## src/rtl/pc_pkg.sv

```systemverilog
// Shared program-counter definitions for the RISC-Z fetch, branch and
// next-PC logic: address width, reset vector and the PC type.
package pc_pkg;

  localparam int PC_WIDTH = 10;
  localparam int PC_RESET_VALUE = 0;

  typedef logic [PC_WIDTH-1:0] pc_t;

endpackage

```

## src/rtl/program_counter_if.sv

```systemverilog
// Next-PC / current-PC bus between the upstream next-PC mux (master)
// and the program-counter register (slave). The stall line exists only
// when PC_STALL_EN is defined.
interface program_counter_if #(
  parameter int WIDTH = pc_pkg::PC_WIDTH
) ();

  logic [WIDTH-1:0] in;
  logic [WIDTH-1:0] out;

`ifdef PC_STALL_EN
  logic stall;

  modport master (
    output in,
    output stall,
    input  out
  );

  modport slave (
    input  in,
    input  stall,
    output out
  );
`else
  modport master (
    output in,
    input  out
  );

  modport slave (
    input  in,
    output out
  );
`endif

endinterface

```

## src/rtl/program_counter.sv

```systemverilog
// RISC-Z program counter: a single register that captures the next-PC
// value on every rising edge. No address arithmetic happens here.
// Optional feature macro: PC_STALL_EN adds a stall input that holds the PC.
module program_counter
  import pc_pkg::*;
#(
  parameter int WIDTH = PC_WIDTH,
  parameter logic [WIDTH-1:0] RESET_VALUE = WIDTH'(PC_RESET_VALUE)
) (
  input logic clk,
  input logic rst,
  program_counter_if.slave bus
);

  logic [WIDTH-1:0] pc_p0;

  // PC register: reset beats stall, stall beats load; in is taken verbatim.
  always_ff @(posedge clk) begin
    if (rst) begin
      pc_p0 <= RESET_VALUE;
`ifdef PC_STALL_EN
    end else if (bus.stall) begin
      pc_p0 <= pc_p0;
`endif
    end else begin
      pc_p0 <= bus.in;
    end
  end

  assign bus.out = pc_p0;

endmodule

```

## src/flat_wrapper.sv

```systemverilog
// flat-port wrapper written by rule: the top's interface ports become plain ports
module program_counter_flat import pc_pkg::*;
#(
  parameter int WIDTH = PC_WIDTH,
  parameter logic [WIDTH-1:0] RESET_VALUE = WIDTH'(PC_RESET_VALUE)
)
  (clk, rst, bus_in, bus_out);
  program_counter_if #(.WIDTH(WIDTH)) bus_i ();
  input logic clk;
  input logic rst;
  input wire logic [$bits(bus_i.in)-1:0] bus_in;
  output wire logic [$bits(bus_i.out)-1:0] bus_out;
  assign bus_i.in = bus_in;
  assign bus_out = bus_i.out;
  program_counter #(.WIDTH(WIDTH), .RESET_VALUE(RESET_VALUE)) u_core (.clk(clk), .rst(rst), .bus(bus_i));
endmodule
```

## config.mk

```make
export PLATFORM = sky130hd
export DESIGN_NAME = program_counter_flat
export DESIGN_NICKNAME = d
export VERILOG_FILES = /design/src/rtl/pc_pkg.sv /design/src/rtl/program_counter_if.sv /design/src/rtl/program_counter.sv /design/src/flat_wrapper.sv
export SDC_FILE = /design/constraint.sdc
export NUM_CORES = 1
export LEC_CHECK = 0
export CORE_AREA = 2 2 39 41
export DETAILED_ROUTE_END_ITERATION = 10
export DIE_AREA = 0 0 41 43
export PLACE_DENSITY = 0.64
export SLEW_MARGIN = 20
export SYNTH_ARGS = -nofsm -noshare
export SYNTH_HDL_FRONTEND = slang
export SYNTH_SLANG_ARGS = --single-unit
```

## constraint.sdc

```tcl
create_clock -name clk -period 0.8 [get_ports clk]
set_input_delay 0.16 -clock clk [delete_from_list [all_inputs] [get_ports clk]]
set_output_delay 0.16 -clock clk [all_outputs]
set_load 0.005 [all_outputs]
```

=== Word-level counts from Yosys, hierarchy flattened ===
Index checks and enable logic that the tools add are counted.
W data, S select, Z words.

* Input port bits: 12
* Register bits: 10
* Word-level logic and storage cells: 1

=== Depth between registers and ports, before layout ===
Gate-level depths: netlist of the first run.

* Depth after elaboration: 0
* Gate-level depth with buffers: 1
* Mapped depth without buffers: 1

=== Least setup slack after synthesis of the first run ===
No wires, ideal clock.

* Path kind: reg2out
* Start: register u_core.pc_p0[0], in the netlist u_core.bus.out[0]
* End: output port bus_out[0]
* Cell stages (with the launch flop): 1
* Arrival time: 0.298 ns
* Setup slack: 0.342 ns
* Data required time: 0.640 ns
* Path through: dfxtp_1

{| class="wikitable"
|+ RTL lines
! element !! RTL line !! source
|-
| start: declaration || program_counter.sv:15 || <nowiki>logic [WIDTH-1:0] pc_p0;</nowiki>
|-
| start signal: assignment || program_counter.sv:26 || <nowiki>pc_p0 <= bus.in;</nowiki>
|-
| end: declaration || flat_wrapper.sv:12 || <nowiki>output wire logic [$bits(bus_i.out)-1:0] bus_out;</nowiki>
|}

No word-level cell between the ends.

=== Worst setup path in the final report of the first run ===
* Start: register u_core.pc_p0[2], in the netlist u_core.bus.out[2]
* End: output port bus_out[2]

No word-level cell between the ends.

==> impl_metrics.ini, run 1 <==
[global_route]
grt_pass1_vias = 210
grt_pass1_wl_microns = 793
gr-usage-all-layers_pct = 7.66
grt_max_degree = 8
gr-total-overflow = 0
grt_antenna_before_repair = 0

[hold_path]
min_path_type = in -> reg

[yosys]
syn-num-nets = 32
ys_top_cells_by_area = dfxtp_1, nor2b_1
ys_ff_latch = 10
synth_common_cells = dfxtp_1, nor2b_1
yosysTopAreaCellShare_pct = 76.2
async_reset_ff_share_pct = 0
netlist_area_sq_um = 263
yosysWarnings = 0
synth_top_cell_by_area = dfxtp_1
yosysUniqueCellTypes = 2
ys.flop_type = dfxtp_1
ys_seq_area_share_pct = 76.2
avgSynthCellArea_sq_um = 13.1
synth-edff-count = 0
syn_inst = 20

[clock_tree]
root_buffer = clkbuf_4
clk_pin_slew_worst_paths_ns = 0.07
clk_path_buf_depth = 2
htree_levels = 1
post-cts-setup-buffers = 0
cts_tree = done
clock-sinks = 10
numCtsBuffers = 3

[sta]
finalHoldViolCount = 0
layout_worst_path_cycle_share_pct = 105
fin_ws_ns = -0.0369
slew_headroom_pct = 94.2
max_freq_mhz = 1190
finalCriticalPeriod_ns = 0.837
rsz0062_at_grt = true
drv_slew = 0
setup_viol = 10
worst_pin_slew_ns = 0.0869

[power_and_ir_drop]
leakagePower_nw = 0.228
vdd_ir_drop_max_v = 0.000878
p_per_area_mw_per_mm2 = 2170

[floorplan]
io_pins = 22
core_sq_mm = 0.00138
rows = 14
start_util_pct = 19.0
die_width_microns = 41
die_h_microns = 43
dieArea_sq_mm = 0.00176

[final_layout]
flow.area_growth_from_synthesis_pct = 91.0
fillCellCount = 156
final_area_sq_um = 502
largest_reg_flops = 10
final_nets = 60
diodes = 0
layout-drive-gt1-share_pct = 36.2
final_util_pct = 36.3

[detailed_routing]
vias = 222
first_iter_violations = 0
firstDrtPassIters = 1
remaining_drc_errors = 0
wl_per_cell_microns = 7.78
viasPerCell = 3.52
routed_wl_microns = 490
ant_nets = 0

[flow_run]
drv_cap = 0

[setup_path]
crit_arrival_ns = 0.68
cpMaxStageDelayCell = dfxtp_2
critPathKind = reg -> out
crit_chain = buf_6
crit_family = flip-flops
startpoint_type = register
crit_path_max_incr_delay_ns = 0.32
cp_num_buf_inv = 1
end_kind = primary output
crit_required_ns = 0.64
worstPathMaxFanout = 1

[place]
port_buffers = 21
gp_congestion = 0.526
dpl-instance-area_sq_um = 508

[outcome]
violations = setup timing
status = finished with violations
report_power, final:
group	switching, mW	internal (mW)	leakage (nW)
registers	0.00528	0.525	0.0836
clock network	0.171	0.276	0.0210
logic	0.0291	0.0843	0.123
cell usage in the layout, fill, tap and decap left out:
cell             Yosys  final
buf_4                0      2
buf_6                0      1
buf_2                0      9
clkbuf_8             0      1
clkbuf_4             0      3
nor2b_1             10     10
clkdlybuf4s50_1      0     11
dfxtp_2              0      1
dfxtp_1             10      9
layout make-up:
type	instances	area, sq um	share of cell area (%)
Multi-Input combinational cell	10	62.6	12.5
Clock buffer	4	36.3	7.23
Sequential cell	10	201	40.1
Tap cell	16	20.0	3.99
Timing Repair Buffer	23	181	36.2
per-stage QoR:
stage / worst slack (ns) / setup TNS (ns) / hold WS, ns / cells / power (mW)
after floorplan: 0.342 / 0 / 0.232 / 20 / 0.563
after global placement: -0.142 / -2.60 / 0.722 / 59 / 0.677
after detailed placement: -0.148 / -2.71 / 0.718 / 59 / 0.680
after CTS: -0.0510 / -0.449 / 0.430 / 63 / 1.11
after global routing: -0.0807 / -0.646 / 0.437 / 63 / 1.15
final: -0.0369 / -0.288 / 0.443 / 63 / 1.09
cells by family after synthesis:
group            share of synthesized area, %
and+or+nand+nor                          23.8
DFF                                      76.2
final timing paths:
path	from	to	slack [ns]	depth (start not counted)
setup / recovery	u_core.bus.out[2]$_SDFF_PP0_	bus_out[2]	-0.04	1
hold / removal	bus_in[0]	u_core.bus.out[0]$_SDFF_PP0_	0.44	2
layer usage:
layer  vias up  share of wire, %  track usage, %
li1        113                 -               -
met1        95                30            7.17
met2        14                55            10.3
met3         0                15            3.14
met4         0                 0            10.0
met5         -                 0               0
what timing repair did:
action                                  in CTS  in global routing
gates resized for setup                     40                  2
endpoints found under the hold margin        0                  0
hold buffers                                 0                  0
endpoints found under the setup margin      10                 10
Power figures use the tool's default switching activity.
==> inputs of run 2 (changes only) <==
--- a/config.mk
+++ b/config.mk
@@ -5,10 +5,12 @@
 export SDC_FILE = /design/constraint.sdc
 export NUM_CORES = 1
 export LEC_CHECK = 0
+export CELL_PAD_IN_SITES_DETAIL_PLACEMENT = 1
+export CELL_PAD_IN_SITES_GLOBAL_PLACEMENT = 1
 export CORE_AREA = 2 2 39 41
 export DETAILED_ROUTE_END_ITERATION = 10
 export DIE_AREA = 0 0 41 43
-export PLACE_DENSITY = 0.64
+export PLACE_DENSITY = 0.81
 export SLEW_MARGIN = 20
 export SYNTH_ARGS = -nofsm -noshare
 export SYNTH_HDL_FRONTEND = slang
==> impl_metrics.ini, run 2 (synthesis gave the netlist of run 1 again) <==
[detailed_routing]
routed_wl_microns = 566
wl_per_cell_microns = 9.13
remaining_drc_errors = 0
first_iter_violations = 5
ant_nets = 0
viasPerCell = 3.63
vias = 225
firstDrtPassIters = 3

[floorplan]
die_width_microns = 41
die_h_microns = 43
start_util_pct = 19.0
rows = 14
dieArea_sq_mm = 0.00176
core_sq_mm = 0.00138
io_pins = 22

[sta]
rsz0062_at_grt = true
fin_ws_ns = -0.0344
layout_worst_path_cycle_share_pct = 104
finalCriticalPeriod_ns = 0.834
worst_pin_slew_ns = 0.109
setup_viol = 10
max_freq_mhz = 1200
slew_headroom_pct = 92.7
tns_ns = -0.219
drv_slew = 0
finalHoldViolCount = 0

[outcome]
violations = setup timing
status = finished with violations

[clock_tree]
post-cts-setup-buffers = 0
htree_levels = 1
root_buffer = clkbuf_4
cts_hold_buf = 0
numCtsBuffers = 3
clock-sinks = 10
cts_tree = done
clk_path_buf_depth = 2
clk_pin_slew_worst_paths_ns = 0.06

[global_route]
grt_antenna_before_repair = 0
gr-usage-all-layers_pct = 8.28
grt_pass1_vias = 208
grt_max_degree = 6
gr-total-overflow = 0
grt_pass1_wl_microns = 869

[place]
dp_slack_ns = -0.169
gp_congestion = 0.622
port_buffers = 21

[hold_path]
min_path_type = in -> reg
min_from = bus_in[0]

[final_layout]
diodes = 0
final_common_cell = clkdlybuf4s50_1
layout-drive-gt1-share_pct = 39.1
final_nets = 60
largest_reg_flops = 10
flow.area_growth_from_synthesis_pct = 89.0
layout_common_cells = clkdlybuf4s50_1, nor2b_1, buf_2

[power_and_ir_drop]
p_comb_share_pct = 12.2
seqPwrFrac_pct = 55.0
pwr-share-clk_pct = 32.8
p_switching_uw = 183
internal-power_uw = 786
p_total_uw = 969
p_per_area_mw_per_mm2 = 1950
leakagePower_nw = 0.223
vdd_ir_drop_max_v = 0.000736
switching_share_pct = 18.9

[setup_path]
critPathKind = reg -> out
crit_family = flip-flops
critPathLaunch = u_core.bus.out[6]$_SDFF_PP0_
crit_chain = buf_2
crit_arrival_ns = 0.67
startpoint_type = register
crit_required_ns = 0.64
cpMaxStageDelayCell = dfxtp_2
end_kind = primary output
cp_num_buf_inv = 1
worstPathMaxFanout = 1
crit_path_max_incr_delay_ns = 0.31

[flow_run]
drv_cap = 0
[run 2: changes by cell type in the layout (fill, tap and decap cells not counted), sizes merged]
cell    before  now
clkbuf       4    3
[run 2: area by class of cell]
| cell class | instances | area, sq um |
|---|---|---|
| Fill cell | 165 | 887 |
| Sequential cell | 10 | 204 |
| Timing Repair Buffer | 23 | 188 |
| Multi-Input combinational cell | 10 | 62.6 |
| Clock buffer | 3 | 22.5 |
| Tap cell | 16 | 20.0 |
[run 2: final timing paths]
check	slack, ns	depth (start not counted)	endpoint
worst max-delay path	-0.03	1	bus_out[6]
worst min-delay path	0.45	2	u_core.bus.out[0]$_SDFF_PP0_
[run 2: what timing repair did]
item                                    in CTS  in global routing
pin swaps                                    0                  0
endpoints found under the setup margin      10                 10
resized for setup                           43                  2
[run 2: metrics by stage]
step	cells	util [%]	instance area, sq um	hold WS [ns]
final	62	35.9	497	0.450
after global routing	62	35.9	497	0.451
after floorplan	20	-	263	0.232
after global placement	59	36.7	508	0.720
after CTS	62	35.4	489	0.450
after detailed placement	59	36.7	508	0.725
[run 2: layer usage]
metal / track usage, % / wire length, microns / vias up
met1: 7.21 / 183 / 102
li1: - / - / 113
met4: 8.00 / 0 / 0
met5: 0 / 0 / -
met2: 12.2 / 336 / 10
met3: 4.71 / 46 / 0
[run 2: power groups by stage]
stage	Combinational, mW	Sequential, mW	Clock [mW]
after floorplan	0.0165	0.546	0
after global placement	0.137	0.541	0
after detailed placement	0.140	0.543	0
after CTS	0.118	0.532	0.336
after global routing	0.130	0.535	0.364
final	0.118	0.533	0.318
